## config.mk

```make
export PLATFORM = sky130hd
export DESIGN_NAME = inst_fetch_ctrl_flat
export DESIGN_NICKNAME = d
export VERILOG_FILES = /design/src/rtl/s_machine_pkg.sv /design/src/rtl/inst_fetch_ctrl_if.sv /design/src/rtl/inst_fetch_ctrl.sv /design/src/flat_wrapper.sv
export SDC_FILE = /design/constraint.sdc
export NUM_CORES = 1
export LEC_CHECK = 0
export ABC_AREA = 1
export BUFFER_PORTS_ARGS = -buffer_cell sky130_fd_sc_hd__buf_2
export CORE_ASPECT_RATIO = 0.75
export CORE_UTILIZATION = 30
export DETAILED_ROUTE_END_ITERATION = 8
export GPL_TIMING_DRIVEN = 0
export PLACE_DENSITY = 0.6
export SLEW_MARGIN = 40
export SYNTH_ARGS = -nofsm -noshare
export SYNTH_HDL_FRONTEND = slang
export SYNTH_SLANG_ARGS = --single-unit
```

## constraint.sdc

```tcl
create_clock -name clk -period 1.4 [get_ports clk]
set_input_delay 0.35 -clock clk [delete_from_list [all_inputs] [get_ports clk]]
set_output_delay 0.35 -clock clk [all_outputs]
set_load 0.02 [all_outputs]
```

## src/rtl/s_machine_pkg.sv

```systemverilog
// Shared S-Machine definitions: fetch state encoding, bus widths and the
// HALT opcode field.
package s_machine_pkg;

  localparam int ADDR_W = 8;
  localparam int INST_W = 16;
  localparam int CNT_W  = 16;

  // Opcode field location inside an instruction word.
  localparam int OPC_HI = 15;
  localparam int OPC_LO = 12;

  localparam logic [OPC_HI-OPC_LO:0] HALT_OPC = 4'b1000;

  typedef enum logic [1:0] {
    IDLE,
    FETCH,
    ISSUE,
    HALT
  } fetch_state_t;

  // True when the instruction word carries the HALT opcode.
  function automatic logic is_halt_inst(input logic [INST_W-1:0] inst);
    return inst[OPC_HI:OPC_LO] == HALT_OPC;
  endfunction

endpackage

```

## src/rtl/inst_fetch_ctrl_if.sv

```systemverilog
// Bundle of the fetch controller's memory, decode, redirect and status
// signals. master = fetch controller, slave = surrounding CPU.
interface inst_fetch_ctrl_if;
  import s_machine_pkg::*;

  logic              start;
  logic [ADDR_W-1:0] mem_addr;
  logic [INST_W-1:0] mem_inst;
  logic [INST_W-1:0] inst_out;
  logic [ADDR_W-1:0] inst_pc;
  logic              inst_valid;
  logic              inst_ready;
  logic              redirect_valid;
  logic [ADDR_W-1:0] redirect_target;
  logic              halted;
  logic              busy;
  logic [CNT_W-1:0]  issue_count;

  modport master (
    input  start, mem_inst, inst_ready, redirect_valid, redirect_target,
    output mem_addr, inst_out, inst_pc, inst_valid, halted, busy, issue_count
  );

  modport slave (
    output start, mem_inst, inst_ready, redirect_valid, redirect_target,
    input  mem_addr, inst_out, inst_pc, inst_valid, halted, busy, issue_count
  );

endinterface

```

## src/rtl/inst_fetch_ctrl.sv

```systemverilog
// Instruction fetch sequencer: owns the PC, latches each instruction from
// the combinational instruction memory, offers it to decode over
// valid/ready, follows execute redirects and stops on HALT.
module inst_fetch_ctrl
  import s_machine_pkg::*;
#(
  parameter logic [ADDR_W-1:0] RESET_PC = '0
) (
  input logic              clk,
  input logic              reset,
  inst_fetch_ctrl_if.master bus
);

  fetch_state_t      state;
  fetch_state_t      state_next;
  logic [ADDR_W-1:0] pc;
  logic              is_halt;
  logic              handshake;
  logic              redirect;

  assign handshake = bus.inst_valid && bus.inst_ready;
  assign redirect  = bus.redirect_valid;

  // State register.
  always_ff @(posedge clk) begin
    // NOTE: sequential state uses non-blocking assignment so every register
    // samples the pre-edge values regardless of process ordering.
    if (reset) state <= IDLE;
    else       state <= state_next;
  end

  // Next-state decision; redirect beats handshake and HALT.
  always_comb begin
    // NOTE: default first so no path leaves state_next unassigned (no latch).
    state_next = state;
    case (state)
      IDLE:  if (bus.start) state_next = FETCH;
      FETCH: state_next = redirect ? FETCH : ISSUE;
      ISSUE: begin
        if (redirect)       state_next = FETCH;
        else if (handshake) state_next = is_halt ? HALT : FETCH;
      end
      HALT:  state_next = HALT;
      default: state_next = IDLE;
    endcase
  end

  // Status outputs decoded from state; memory address is the live PC.
  always_comb begin
    bus.busy     = (state == FETCH) || (state == ISSUE);
    bus.halted   = (state == HALT);
    bus.mem_addr = pc;
  end

  // Datapath: PC, instruction register, valid flag, HALT flag, counter.
  always_ff @(posedge clk) begin
    if (reset) begin
      pc              <= RESET_PC;
      bus.inst_out    <= '0;
      bus.inst_pc     <= '0;
      bus.inst_valid  <= 1'b0;
      bus.issue_count <= '0;
      is_halt         <= 1'b0;
    end else begin
      case (state)
        IDLE: begin
          if (redirect) pc <= bus.redirect_target;
        end
        FETCH: begin
          if (redirect) begin
            // Capture discarded: instruction register keeps its old word.
            pc             <= bus.redirect_target;
            is_halt        <= 1'b0;
            bus.inst_valid <= 1'b0;
          end else begin
            bus.inst_out   <= bus.mem_inst;
            bus.inst_pc    <= pc;
            pc             <= pc + ADDR_W'(1);
            bus.inst_valid <= 1'b1;
            is_halt        <= is_halt_inst(bus.mem_inst);
          end
        end
        ISSUE: begin
          if (handshake) begin
            bus.inst_valid <= 1'b0;
            if (bus.issue_count != '1)
              bus.issue_count <= bus.issue_count + CNT_W'(1);
          end
          if (redirect) begin
            pc             <= bus.redirect_target;
            bus.inst_valid <= 1'b0;
          end
        end
        default: ;  // HALT: everything frozen until reset
      endcase
    end
  end

endmodule

```

## src/flat_wrapper.sv

```systemverilog
// flat-port wrapper written by rule: the top's interface ports become plain ports
module inst_fetch_ctrl_flat import s_machine_pkg::*;
#(
  parameter logic [ADDR_W-1:0] RESET_PC = '0
)
  (clk, reset, bus_start, bus_mem_inst, bus_inst_ready, bus_redirect_valid, bus_redirect_target, bus_mem_addr, bus_inst_out, bus_inst_pc, bus_inst_valid, bus_halted, bus_busy, bus_issue_count);
  inst_fetch_ctrl_if bus_i ();
  input logic clk;
  input logic reset;
  input wire logic [$bits(bus_i.start)-1:0] bus_start;
  input wire logic [$bits(bus_i.mem_inst)-1:0] bus_mem_inst;
  input wire logic [$bits(bus_i.inst_ready)-1:0] bus_inst_ready;
  input wire logic [$bits(bus_i.redirect_valid)-1:0] bus_redirect_valid;
  input wire logic [$bits(bus_i.redirect_target)-1:0] bus_redirect_target;
  output wire logic [$bits(bus_i.mem_addr)-1:0] bus_mem_addr;
  output wire logic [$bits(bus_i.inst_out)-1:0] bus_inst_out;
  output wire logic [$bits(bus_i.inst_pc)-1:0] bus_inst_pc;
  output wire logic [$bits(bus_i.inst_valid)-1:0] bus_inst_valid;
  output wire logic [$bits(bus_i.halted)-1:0] bus_halted;
  output wire logic [$bits(bus_i.busy)-1:0] bus_busy;
  output wire logic [$bits(bus_i.issue_count)-1:0] bus_issue_count;
  assign bus_i.start = bus_start;
  assign bus_i.mem_inst = bus_mem_inst;
  assign bus_i.inst_ready = bus_inst_ready;
  assign bus_i.redirect_valid = bus_redirect_valid;
  assign bus_i.redirect_target = bus_redirect_target;
  assign bus_mem_addr = bus_i.mem_addr;
  assign bus_inst_out = bus_i.inst_out;
  assign bus_inst_pc = bus_i.inst_pc;
  assign bus_inst_valid = bus_i.inst_valid;
  assign bus_halted = bus_i.halted;
  assign bus_busy = bus_i.busy;
  assign bus_issue_count = bus_i.issue_count;
  inst_fetch_ctrl #(.RESET_PC(RESET_PC)) u_core (.clk(clk), .reset(reset), .bus(bus_i));
endmodule
```

# Word level (Yosys, flattened, before mapping)
# Cells that the tools add are included.
op_classes:
  n_bitwise: 1
  n_mux: 14
  n_reduce_logical: 11
  add_sub_neg: 2
  eq_ne: 8
op_table:
  columns: ["op", "count"]
  rows:
  - ["16-bit by 1-bit adder with 16-bit output, second input constant", 1]
  - ["8-bit two-way mux", 2]
  - ["16-bit != test, second input constant", 1]
  - ["8-bit one-hot mux with 2 select lines", 1]
  - ["2-bit two-way mux", 5]
  - ["8-bit by 1-bit adder with 8-bit output, second input constant", 1]
  - ["2-bit one-hot mux with 4 select lines", 1]
  - ["2-bit AND reduction", 4]
  - ["2-bit equality test, second input constant", 2]
  - ["4-bit equality test, second input constant", 1]
  - ["1-bit two-way mux", 4]
  - ["2-bit nonzero test", 2]
  - ["3-bit by 2-bit != test with 1-bit output, second input constant", 1]
  - ["3-bit AND reduction", 1]
  - ["2-bit by 1-bit equality test with 1-bit output, second input constant", 1]
  - ["2-bit logical NOT", 1]
  - ["2-bit by 1-bit != test with 1-bit output, second input constant", 1]
  - ["2-bit != test, second input constant", 1]
  - ["1-bit one-hot mux with 2 select lines", 1]
  - ["2-bit OR reduction", 1]
  - ["1-bit logical AND", 1]
  - ["1-bit logical OR", 1]
  - ["1-bit NOT", 1]
totals:
  input_bits: 29
  reg_bits: 52
  wordCells: 43
  output_inout_bits: 51

# Depth between registers and ports, before layout
depth:
  ltp_word: 4
  mapped_depth: 10
  mapped_depth_nobuf: 10

# Least setup slack after synthesis
# Ideal clock, no wire load.
synth_path:
  path_kind: "register to register"
  startpoint: "register u_core.bus.issue_count[1]"
  endpoint: "register u_core.bus.issue_count[11]"
  arrival_time_ps: 1468
  synth_period_minus_slack_ps: 1603
  required_time_ps: 1265
  path_slack_ps: -203
  setup_ps: 135
  path_buffers: 1
  path_stages_with_launch: 10
  cell_sequence: "dfxtp_1 > ha_1 > nand2_2 > nor2_4 > nand4_4 > buf_4 > nand3_1 > nand2_1 > nand2_1 > nor2_1"
synth_via:
  elab_chain_len: 2
  elab_cells_between_ends: 3
  classes_between: "add/sub: 1; eq/ne: 1; reduce/logical: 1"
synth_rtl:
  columns: ["item", "line", "text"]
  rows:
  - ["start: declaration", "inst_fetch_ctrl_if.sv:21", "output mem_addr, inst_out, inst_pc, inst_valid, halted, busy, issue_count"]
  - ["start signal: assignment", "inst_fetch_ctrl.sv:87", "bus.issue_count <= bus.issue_count + CNT_W'(1);"]
  - ["parallel branches: the longest is 2 deep, another holds 16-bit by 1-bit adder with 16-bit output", null, null]
# Several ways; the timed one is not identified.
# A chain may end at the register's enable or synchronous reset.

# Final worst setup path
layout_path:
  startpoint: "register u_core.bus.issue_count[12]"
  endpoint: "register u_core.bus.issue_count[14]"
# Same word-level chain as after synthesis.

==> metrics.log <==
[metrics] run status: complete, but fails checks
[metrics] violations in the final reports: setup timing
[metrics] startpoint of the worst setup timing path: u_core.bus.issue_count[12]$_SDFFE_PP0P_
[metrics] via count of the first global-routing pass: approximately 2500
[metrics] part of the cycle the worst path needs: 1.07
[metrics] worst path bufs/invs: 1
[metrics] crit start category: register
[metrics] DRT antenna net count: 0
[metrics] diodes inserted: 0
[metrics] transition time of the tightest slew-check pin: 0.740 ns
[metrics] capturing element type of the critical path: register
[metrics] WP data arrival: 1.64 ns
[metrics] ordered list of cells on the worst path: nand2_1 > nor2_1 > nand4_4 > nand2_4 > clkinvlp_4 > nand2_2 > a21oi_2
[metrics] Post-Layout Inst Area: 3880 um^2
[metrics] GRT Util Overall: 0.174
[metrics] cell type of the slowest stage on the worst timing path: sky130_fd_sc_hd__dfxtp_1
[metrics] vias after detailed routing: 2792
[metrics] # clock sinks: 52
[metrics] max_slew headroom: 0.507
[metrics] clock tree from TritonCTS: built
[metrics] post-route insts no fill: 598
[metrics] path category of the worst min-delay check: input port to register
[metrics] Residual DRC: 0
[metrics] Post-synth EDFFs: 0
[metrics] capture point of the worst reg-to-reg path: u_core.bus.issue_count[14]$_SDFFE_PP0P_
[metrics] most used routing layer in global routing: met2
[metrics] number of warnings printed during yosys synthesis: 0
[metrics] worst setup path class: register to register
[metrics] Syn Area/Cell: about 6.9 um^2
[metrics] Placement Cell Area: 3160 um^2
[metrics] f_max: 0.670 GHz
[metrics] worst-case setup margin in the final layout: -0.0929 ns
[metrics] Cell Pwr Density: 989 nW/um^2
[metrics] most common cell after layout, fill and taps aside: sky130_fd_sc_hd__buf_2
[metrics] most used cells in the layout excluding fill and tap cells: sky130_fd_sc_hd__buf_2 (77), sky130_fd_sc_hd__nand2_1 (67), sky130_fd_sc_hd__nor2_1 (59), sky130_fd_sc_hd__dfxtp_1 (38), sky130_fd_sc_hd__o21ai_0 (28)
[metrics] fraction of layout cells with a size suffix above 1: 0.440
[metrics] most common flop cell mapped by yosys: sky130_fd_sc_hd__dfxtp_1
[metrics] effective utilization at floorplan: 0.320
[metrics] height of the chip: 82.6 um
[metrics] unique cell type count in the Yosys netlist: 26
[metrics] final core area utilization: 0.477
[metrics] GR Layer Usage met1: 0.242
[metrics] Max IR drop VDD: 0.605 mV
[metrics] final critical path time including I/O delays and setup: 1.49 ns
[metrics] count of hold buffers inserted by post-cts repair: 0
[metrics] clock buffer count from CTS: 5
[metrics] DP Cell Count: about 560
[metrics] Max Buffers Root-to-Sink: 2
[metrics] Critical Path Fanout Max: 6
[metrics] critical path required time: 1.54 ns
[metrics] buffer type at the clock tree root: sky130_fd_sc_hd__clkbuf_16
[metrics] largest clock skew in the final design: 0.00830 ns
[metrics] clock input transition at the sequential cells of the worst setup and hold paths: 0.08 ns
[metrics] Leak Pwr: 1.73 nW
[metrics] gpl congestion: 0.815
[metrics] Initial DRC Count: 110
[metrics] number of setup violations in the final report: 13
[metrics] worst reg2reg path startpoint: u_core.bus.issue_count[12]$_SDFFE_PP0P_
[metrics] setup repair after global routing missed its margin: yes
[metrics] end point of the critical path: u_core.bus.issue_count[14]$_SDFFE_PP0P_
[metrics] standard-cell rows: 28
[metrics] global-route congestion overflow total: 0
[metrics] WL final: 7820 um
[metrics] R2R depth: 7
[metrics] detailed-router iteration count before antenna repair: 4
[metrics] worst reg2reg setup slack: -0.09 ns
[metrics] post-synthesis instance area: 2600 um^2
[metrics] instance count of the mapped netlist: about 380
[metrics] sequential element share of the synthesized area: 0.401
[metrics] post-synthesis register bit count: 52
[metrics] CP max stage delay: between 0.4 and 0.5 ns
[metrics] IO Count: 80
[metrics] core area: 8130 um^2
[metrics] Die X-Extent: 109 um
[metrics] category of cells accounting for the largest share of critical-path delay: simple AND/OR/NAND/NOR gates
[metrics] later-pin clock latency in the skew report: between 0.2 and 0.3 ns
[metrics] nets in the synthesized netlist: around 410
[metrics] number of max-capacitance violations reported: 0
[metrics] fin nets: 527
[metrics] global routing usage on met3: 0.0408
[metrics] share of flip-flops with an asynchronous set or reset after synthesis: 0
[metrics] Final Slew Violations: 0
[metrics] count of port buffers added during placement: a little under 80
[metrics] critical path depth in cells: 7
[metrics] maximum number of pins on one net before global-route repair: 18
[metrics] H-tree depth reported by CTS: 2
[metrics] layout overhead on the synthesized area: 49.3%
[metrics] DP Wirelength: 5460 um
[metrics] wire length of the first global-routing pass: 12100 um
[metrics] number of antenna violations at the first check in global routing: 0
[metrics] via/cell ratio: 4.67
[metrics] total count of hold-check failures in the final report: 0
[metrics] overall die area: between 9000 and 10000 um^2
[metrics] Global Route met2 Usage: 0.267
[metrics] worst hold slack after final layout: approximately 0.28 ns
[metrics] average wire per cell in the routed design: 13.1 um
==> synthesized netlist by cell type (all sizes together) (6+ instances only) <==
master | instances | area (um^2)
nor2 | 85 | 334
nand2 | 82 | 330
dfxtp | 52 | 1040
o21ai | 37 | 185
inv | 36 | 135
a21oi | 28 | 178
nand3 | 22 | 115
clkbuf | 8 | 30.0
buf | 6 | 43.8
ha | 6 | 75.1
nand4 | 6 | 52.6
==> state kept, by name, summed over array words and instances (netlist names) <==
name                    count
u_core.state                2
u_core.is_halt              1
u_core.bus.inst_valid       1
u_core.bus.issue_count     16
u_core.bus.mem_addr         8
u_core.bus.inst_pc          8
u_core.bus.inst_out        16
==> cells by family (layout without fill, tap and decap cells) <==
kind of cell / Yosys count / in the layout / synth area share
simple gates: 196 / 196 / 0.323
compound gates: 71 / 71 / 0.157
flops: 52 / 52 / 0.401
buf+inv: 50 / 165 / 0.0804
fa+ha+maj: 6 / 6 / 0.0289
xor+xnor: 3 / 3 / 0.0101
==> through the flow <==
| step | worst slack [ns] | TNS [ns] | total power, mW |
|---|---|---|---|
| after global placement | -0.302 | -9.65 | 2.33 |
| after detailed placement | -0.329 | -10.47 | 2.35 |
| after floorplan | -0.0307 | -0.0307 | 2.10 |
| final | -0.0929 | -0.601 | 3.83 |
| after global routing | -0.171 | -2.80 | 4.04 |
| after CTS | -0.102 | -0.692 | 3.72 |
==> cell type report <==
type | count | area, um^2
well taps | 105 | 131
inverters | 36 | 154
multi-input cells | 276 | 1590
plain buffers | 14 | 121
fillers | 821 | 4250
repair buffers | 107 | 662
clock buffers | 6 | 129
clock inverters | 2 | 17.5
flip-flops and latches | 52 | 1070
==> power breakdown <==
part / internal (mW) / switching [mW] / total (mW)
combinational: 0.377 / 0.527 / 0.904
sequential: 1.58 / 0.0874 / 1.67
clock: 0.679 / 0.581 / 1.26
==> worst min-delay path: stages <==
cell and delay (ns):
sky130_fd_sc_hd__buf_2 0.08, sky130_fd_sc_hd__nor2_2 0.03, sky130_fd_sc_hd__nor2_1 0.08
==> metal layers <==
metal  wire length [um]  share of wire
met5                  0              0
met4                 51         0.0065
met3                392          0.050
met2               3500           0.45
met1               3870           0.50
==> worst min-delay path by stage <==
stage | start | endpoint | slack, ns | cells after the start
finish | bus_mem_inst[4] | u_core.bus.inst_out[4]$_SDFFE_PP0P_ | 0.28 | 3
CTS | bus_mem_inst[9] | u_core.bus.inst_out[9]$_SDFFE_PP0P_ | 0.27 | 3
global route | bus_mem_inst[7] | u_core.bus.inst_out[7]$_SDFFE_PP0P_ | 0.29 | 3
detailed placement | u_core.bus.inst_out[14]$_SDFFE_PP0P_ | u_core.bus.inst_out[14]$_SDFFE_PP0P_ | 0.46 | 2
floorplan | reset | u_core.state[0]$_SDFFE_PP0P_ | 0.42 | 1
global placement | u_core.bus.inst_out[14]$_SDFFE_PP0P_ | u_core.bus.inst_out[14]$_SDFFE_PP0P_ | 0.45 | 2
==> what timing repair did <==
item,4_1_cts,5_1_grt
resized for setup,51,74
pin swaps,15,26
gates cloned,1,1
setup endpoints to repair,52,50
setup buffers,16,11
Power figures use the tool's default switching activity.
